File: src/rtl/reg_wb_queue.sv
// Register-file write-back queue: merges ALU and load write requests into one
// registered write per cycle, and forwards pending data to the read ports.
module reg_wb_queue #(
  parameter int DEPTH     = 4,
  parameter int AW        = 5,
  parameter int DW        = 32,
  parameter int DROP_ZERO = 1
) (
  input  logic                     clk,
  input  logic                     reset,
  input  logic                     alu_valid,
  input  logic [AW-1:0]            alu_addr,
  input  logic [DW-1:0]            alu_data,
  output logic                     alu_ready,
  input  logic                     mem_valid,
  input  logic [AW-1:0]            mem_addr,
  input  logic [DW-1:0]            mem_data,
  output logic                     mem_ready,
  output logic                     rf_write_reg,
  output logic [AW-1:0]            rf_w_addr,
  output logic [DW-1:0]            rf_w_data,
  input  logic [AW-1:0]            fwd_addr_a,
  input  logic [AW-1:0]            fwd_addr_b,
  output logic                     fwd_hit_a,
  output logic [DW-1:0]            fwd_data_a,
  output logic                     fwd_hit_b,
  output logic [DW-1:0]            fwd_data_b,
  output logic [$clog2(DEPTH):0]   count,
  output logic                     full,
  output logic                     empty
);

  localparam int PW   = $clog2(DEPTH);
  localparam int CW   = PW + 1;
  localparam bit DROP = (DROP_ZERO != 0);

  logic [AW-1:0] addr_q [DEPTH];
  logic [DW-1:0] data_q [DEPTH];
  logic [PW-1:0] rd_ptr, wr_ptr, alu_slot, idx;
  logic [CW-1:0] free;
  logic [1:0]    num_push;
  logic          mem_push, alu_push, pop;
  logic          zero_a, zero_b;

  // Ready uses the pre-pop occupancy so a full queue never overflows even
  // when the head drains on the same edge.
  assign free      = CW'(DEPTH) - count;
  assign mem_ready = (free >= CW'(1));
  assign alu_ready = mem_valid ? (free >= CW'(2)) : (free >= CW'(1));
  assign mem_push  = mem_valid && mem_ready && !(DROP && (mem_addr == '0));
  assign alu_push  = alu_valid && alu_ready && !(DROP && (alu_addr == '0));
  assign num_push  = {1'b0, mem_push} + {1'b0, alu_push};
  assign alu_slot  = wr_ptr + PW'(mem_push);
  assign pop       = (count != '0);
  assign full      = (count == CW'(DEPTH));
  assign empty     = (count == '0);
  assign zero_a    = DROP && (fwd_addr_a == '0);
  assign zero_b    = DROP && (fwd_addr_b == '0);

  always_ff @(posedge clk or posedge reset) begin
    if (reset) begin
      for (int i = 0; i < DEPTH; i++) begin
        addr_q[i] <= '0;
        data_q[i] <= '0;
      end
      rd_ptr       <= '0;
      wr_ptr       <= '0;
      count        <= '0;
      rf_write_reg <= 1'b0;
      rf_w_addr    <= '0;
      rf_w_data    <= '0;
    end else begin
      if (pop) begin
        rf_write_reg <= 1'b1;
        rf_w_addr    <= addr_q[rd_ptr];
        rf_w_data    <= data_q[rd_ptr];
        rd_ptr       <= rd_ptr + PW'(1);
      end else begin
        rf_write_reg <= 1'b0;
      end
      if (mem_push) begin
        addr_q[wr_ptr] <= mem_addr;
        data_q[wr_ptr] <= mem_data;
      end
      if (alu_push) begin
        addr_q[alu_slot] <= alu_addr;
        data_q[alu_slot] <= alu_data;
      end
      wr_ptr <= wr_ptr + PW'(num_push);
      count  <= count + CW'(num_push) - CW'(pop);
    end
  end

  // Scan oldest to youngest so the last match (youngest write) wins; the
  // in-flight register-file write is older than anything still queued.
  always_comb begin
    fwd_hit_a  = 1'b0;
    fwd_data_a = '0;
    fwd_hit_b  = 1'b0;
    fwd_data_b = '0;
    idx        = '0;
    if (rf_write_reg && (rf_w_addr == fwd_addr_a) && !zero_a) begin
      fwd_hit_a  = 1'b1;
      fwd_data_a = rf_w_data;
    end
    if (rf_write_reg && (rf_w_addr == fwd_addr_b) && !zero_b) begin
      fwd_hit_b  = 1'b1;
      fwd_data_b = rf_w_data;
    end
    for (int i = 0; i < DEPTH; i++) begin
      idx = rd_ptr + PW'(i);
      if (CW'(i) < count) begin
        if ((addr_q[idx] == fwd_addr_a) && !zero_a) begin
          fwd_hit_a  = 1'b1;
          fwd_data_a = data_q[idx];
        end
        if ((addr_q[idx] == fwd_addr_b) && !zero_b) begin
          fwd_hit_b  = 1'b1;
          fwd_data_b = data_q[idx];
        end
      end
    end
  end

endmodule

File: config.mk
export PLATFORM = sky130hd
export DESIGN_NAME = reg_wb_queue
export DESIGN_NICKNAME = d
export VERILOG_FILES = /design/src/rtl/reg_wb_queue.sv
export SDC_FILE = /design/constraint.sdc
export NUM_CORES = 1
export LEC_CHECK = 0
export CELL_PAD_IN_SITES_DETAIL_PLACEMENT = 0
export CELL_PAD_IN_SITES_GLOBAL_PLACEMENT = 2
export CORE_ASPECT_RATIO = 1.25
export CORE_MARGIN = 2
export CORE_UTILIZATION = 31
export DETAILED_ROUTE_END_ITERATION = 6
export GPL_ROUTABILITY_DRIVEN = 0
export PLACE_DENSITY = 0.8
export SLEW_MARGIN = 10
export SYNTH_ARGS = -nofsm -noshare
export SYNTH_HDL_FRONTEND = slang
export SYNTH_SLANG_ARGS = --single-unit
File: constraint.sdc
create_clock -name clk -period 7.6 [get_ports clk]
set_input_delay 2.28 -clock clk [delete_from_list [all_inputs] [get_ports clk]]
set_output_delay 2.28 -clock clk [all_outputs]
set_load 0.01 [all_outputs]
==> impl_metrics.env <==
export IMPL_ys_seq_elements=193
export IMPL_slew_viol_final=0
export IMPL_grt_ovfl_total=0
export IMPL_status="finished, violations left"
export IMPL_worstPathArrival_ns=5.32
export IMPL_io_buffers=198
export IMPL_yosysMostFrequentCell="nand2_1"
export IMPL_syn2layout_area_growth_pct=27.2
export IMPL_synth_xor_area_share_pct=3.63
export IMPL_dp_cells=2476
export IMPL_place_hpwl_um=37500
export IMPL_synthSimpleGateAreaFrac_pct=13.1
export IMPL_fin_nets=1974
export IMPL_worstSetupStartpointType="input pin"
export IMPL_pwr_share_clk_pct=10.6
export IMPL_cts_buffer_depth=2
export IMPL_drt_pass1_iter_count=5
export IMPL_core_um2=48000
export IMPL_syn_inst=1721
export IMPL_path_clk_slew_ns=0.08
export IMPL_synth_top_cell_area_share_pct=32.2
export IMPL_cts_made_buffers=17
export IMPL_synthMuxAreaShare_pct=26.5
export IMPL_die_w_um=201
export IMPL_initial_core_util_pct=31.2
export IMPL_finalInstanceArea_um2=19100
export IMPL_grt_total_usage_pct=22.9
export IMPL_p_sw_share_pct=47.2
export IMPL_top_register="data_q"
export IMPL_wl_per_cell_um=23.2
export IMPL_total_power_mw=9.23
export IMPL_p_comb_share_pct=66.0
export IMPL_drive_gt1_share_pct=15.6
export IMPL_die_area_um2=50100
export IMPL_antenna_found_initial=4
export IMPL_final_min_clock_period_ns=7.60
export IMPL_synth_warning_count=0
export IMPL_synth_edf_count=0
export IMPL_synth_compound_area_share_pct=18.8
export IMPL_synth_fa_ha_area_share_pct=1.05
export IMPL_rows=90
export IMPL_antenna_left=0
export IMPL_fin_ws_ns=-0.00330
export IMPL_vdd_drop_max_v=0.000254
export IMPL_dr_total_vias=14000
export IMPL_setup_worst_path_class="in2out"
export IMPL_rsz0062_at_grt="true"
export IMPL_fin_crit_sh_pct=100
export IMPL_pin_count=199
export IMPL_vias_per_cell=5.54
export IMPL_placed_area_um2=17900
export IMPL_internal_power_mw=4.88
export IMPL_cts_max_level=4
export IMPL_grt_max_degree=126
export IMPL_fin_skew_ns=0.0150
export IMPL_finalNonFillerCells=2533
export IMPL_die_h_um=250
export IMPL_power_switching_mw=4.36
export IMPL_hold_viol=0
export IMPL_synthesis_area_um2=15000
export IMPL_syn_nets=1821
export IMPL_grt_pass1_vias=13900
export IMPL_largest_register_ffs=128
export IMPL_synthDistinctLibCells=44
export IMPL_drv_cap=0
export IMPL_yosys_area_top_type="dfrtp_1"
export IMPL_hold_path_class="reg2reg"
export IMPL_power_density_nw_per_um2=485
export IMPL_cts_root_buf="clkbuf_16"
export IMPL_synth_area_top_cells="dfrtp_1 (32%), mux2i_1 (16%), mux2_2 (9.7%)"
export IMPL_synth_top_family_by_area="multiplexers"
export IMPL_reg_top3="data_q x128, rf_w_data x32, addr_q x20"
export IMPL_ys_top_cells_by_count="nand2_1 (278), mux2i_1 (232), dfrtp_1 (193)"
export IMPL_drcViolationCount=0
export IMPL_clock_latency_ns=0.47
export IMPL_cp_data_required_time_ns=5.32
export IMPL_ys_seq_area_share_pct=32.2
export IMPL_relSlewSlack_pct=40.9
export IMPL_fmax_mhz=132
export IMPL_setup_viol=1
export IMPL_grt_pass1_wl_um=87600
export IMPL_seqPwrFrac_pct=23.3
export IMPL_cp_end_kind="output port"
export IMPL_cts_sinks=193
export IMPL_synth_avg_cell_area_um2=8.70
export IMPL_drt_iter0_drc=1051
export IMPL_drt_wl_total_um=58800
export IMPL_failed_checks="setup timing"
export IMPL_worstMarginPinSlew_ns=0.887
export IMPL_critPathMaxFanout=9
export IMPL_leakagePower_nw=8.35
export IMPL_pre_cts_slack_ns=-0.381
export IMPL_async_flop_share_pct=100
export IMPL_cts_tree="built"
export IMPL_synthFlopType="dfrtp_1"
layout make-up:
class                      instances  area (um2)
timing repair buffer             291        3160
inverter                          13        58.8
fill                            4814       28900
clock buffer                      20         447
tap                              644         806
antenna                            2        5.00
multi-input combinational       1358        9590
clock inverter                    12         159
sequential                       193        4840
repair_timing:
action,CTS,global route
endpoints found under the hold margin,0,0
buffers inserted,9,5
setup endpoints to repair,65,66
hold buffers,0,0
resized for setup,39,49
pin swaps,7,5
gates cloned,5,4
path summary, 6_finish.rpt:
path,depth (start not counted),endpoint,startpoint,slack (ns)
max in group asynchronous,3,rd_ptr[1]$_DFFE_PP0N_,reset,3.95
worst min-delay path,1,rf_w_data[29]$_DFFE_PP0N_,rf_w_data[29]$_DFFE_PP0N_,0.57
worst max-delay path,11,fwd_data_b[11],fwd_addr_b[2],-0.003
worst max register to register,12,data_q[54]$_DFF_PP0_,count[0]$_DFF_PP0_,4.11
min in group asynchronous,2,rf_w_data[13]$_DFFE_PP0N_,reset,2.31
worst min register to register,1,rf_w_data[29]$_DFFE_PP0N_,rf_w_data[29]$_DFFE_PP0N_,0.57
layout by cell type, fill, tap and decap left out, types with 45 or more instances in the layout:
| master | n |
|---|---|
| buf_4 | 56 |
| xnor2_1 | 45 |
| nand2_1 | 277 |
| mux2i_1 | 232 |
| o21ai_0 | 184 |
| nor2_1 | 163 |
| mux2_2 | 129 |
| a221o_1 | 96 |
| dfrtp_1 | 191 |
| a21oi_1 | 66 |
| clkdlybuf4s50_1 | 134 |
metal layers:
| metal | track usage [%] | part of all wire, % |
|---|---|---|
| met1 | 28.5 | 42 |
| met2 | 39.0 | 49 |
| met3 | 3.66 | 5.2 |
| met4 | 10.3 | 3.8 |
| met5 | 0 | 0.046 |
cells by family (layout without fill, tap and decap cells):
family | count (synthesis) | in the layout
buffers and inverters | 172 | 336
muxes | 371 | 371
DFF | 193 | 193
AOI/OAI and AO/OA | 423 | 423
and+or+nand+nor | 488 | 490
xor gates and xnor gates | 62 | 62
other | 0 | 2
adders and majority gates | 12 | 12
stage by stage:
step	util (%)	TNS, ns	hold slack, ns
after floorplan	-	0	0.542
after global placement	37.4	-15.91	0.545
after detailed placement	37.4	-16.31	0.549
after CTS	39.1	0	0.571
after global routing	39.7	-0.467	0.598
final	39.7	-0.00330	0.571
critical path, stage by stage:
cell and delay, ns:
clkdlybuf4s50_1 0.47, buf_4 0.18, xor2_1 0.15, nor4_1 0.27, mux2i_1 0.15, buf_4 0.19
o41ai_4 0.27, bufbuf_16 0.37, a21oi_1 0.06, a221o_1 0.41, clkdlybuf4s50_1 0.51
power by group through the flow:
| stage | Sequential [mW] | Clock, mW | Combinational [mW] |
|---|---|---|---|
| floorplan | 1.96 | 0 | 4.11 |
| global placement | 2.13 | 0 | 5.91 |
| detailed placement | 2.16 | 0 | 6.01 |
| CTS | 2.14 | 0.996 | 6.06 |
| global route | 2.24 | 1.04 | 6.65 |
| finish | 2.15 | 0.981 | 6.10 |
Note: power is estimated with default switching activity, not from simulation.
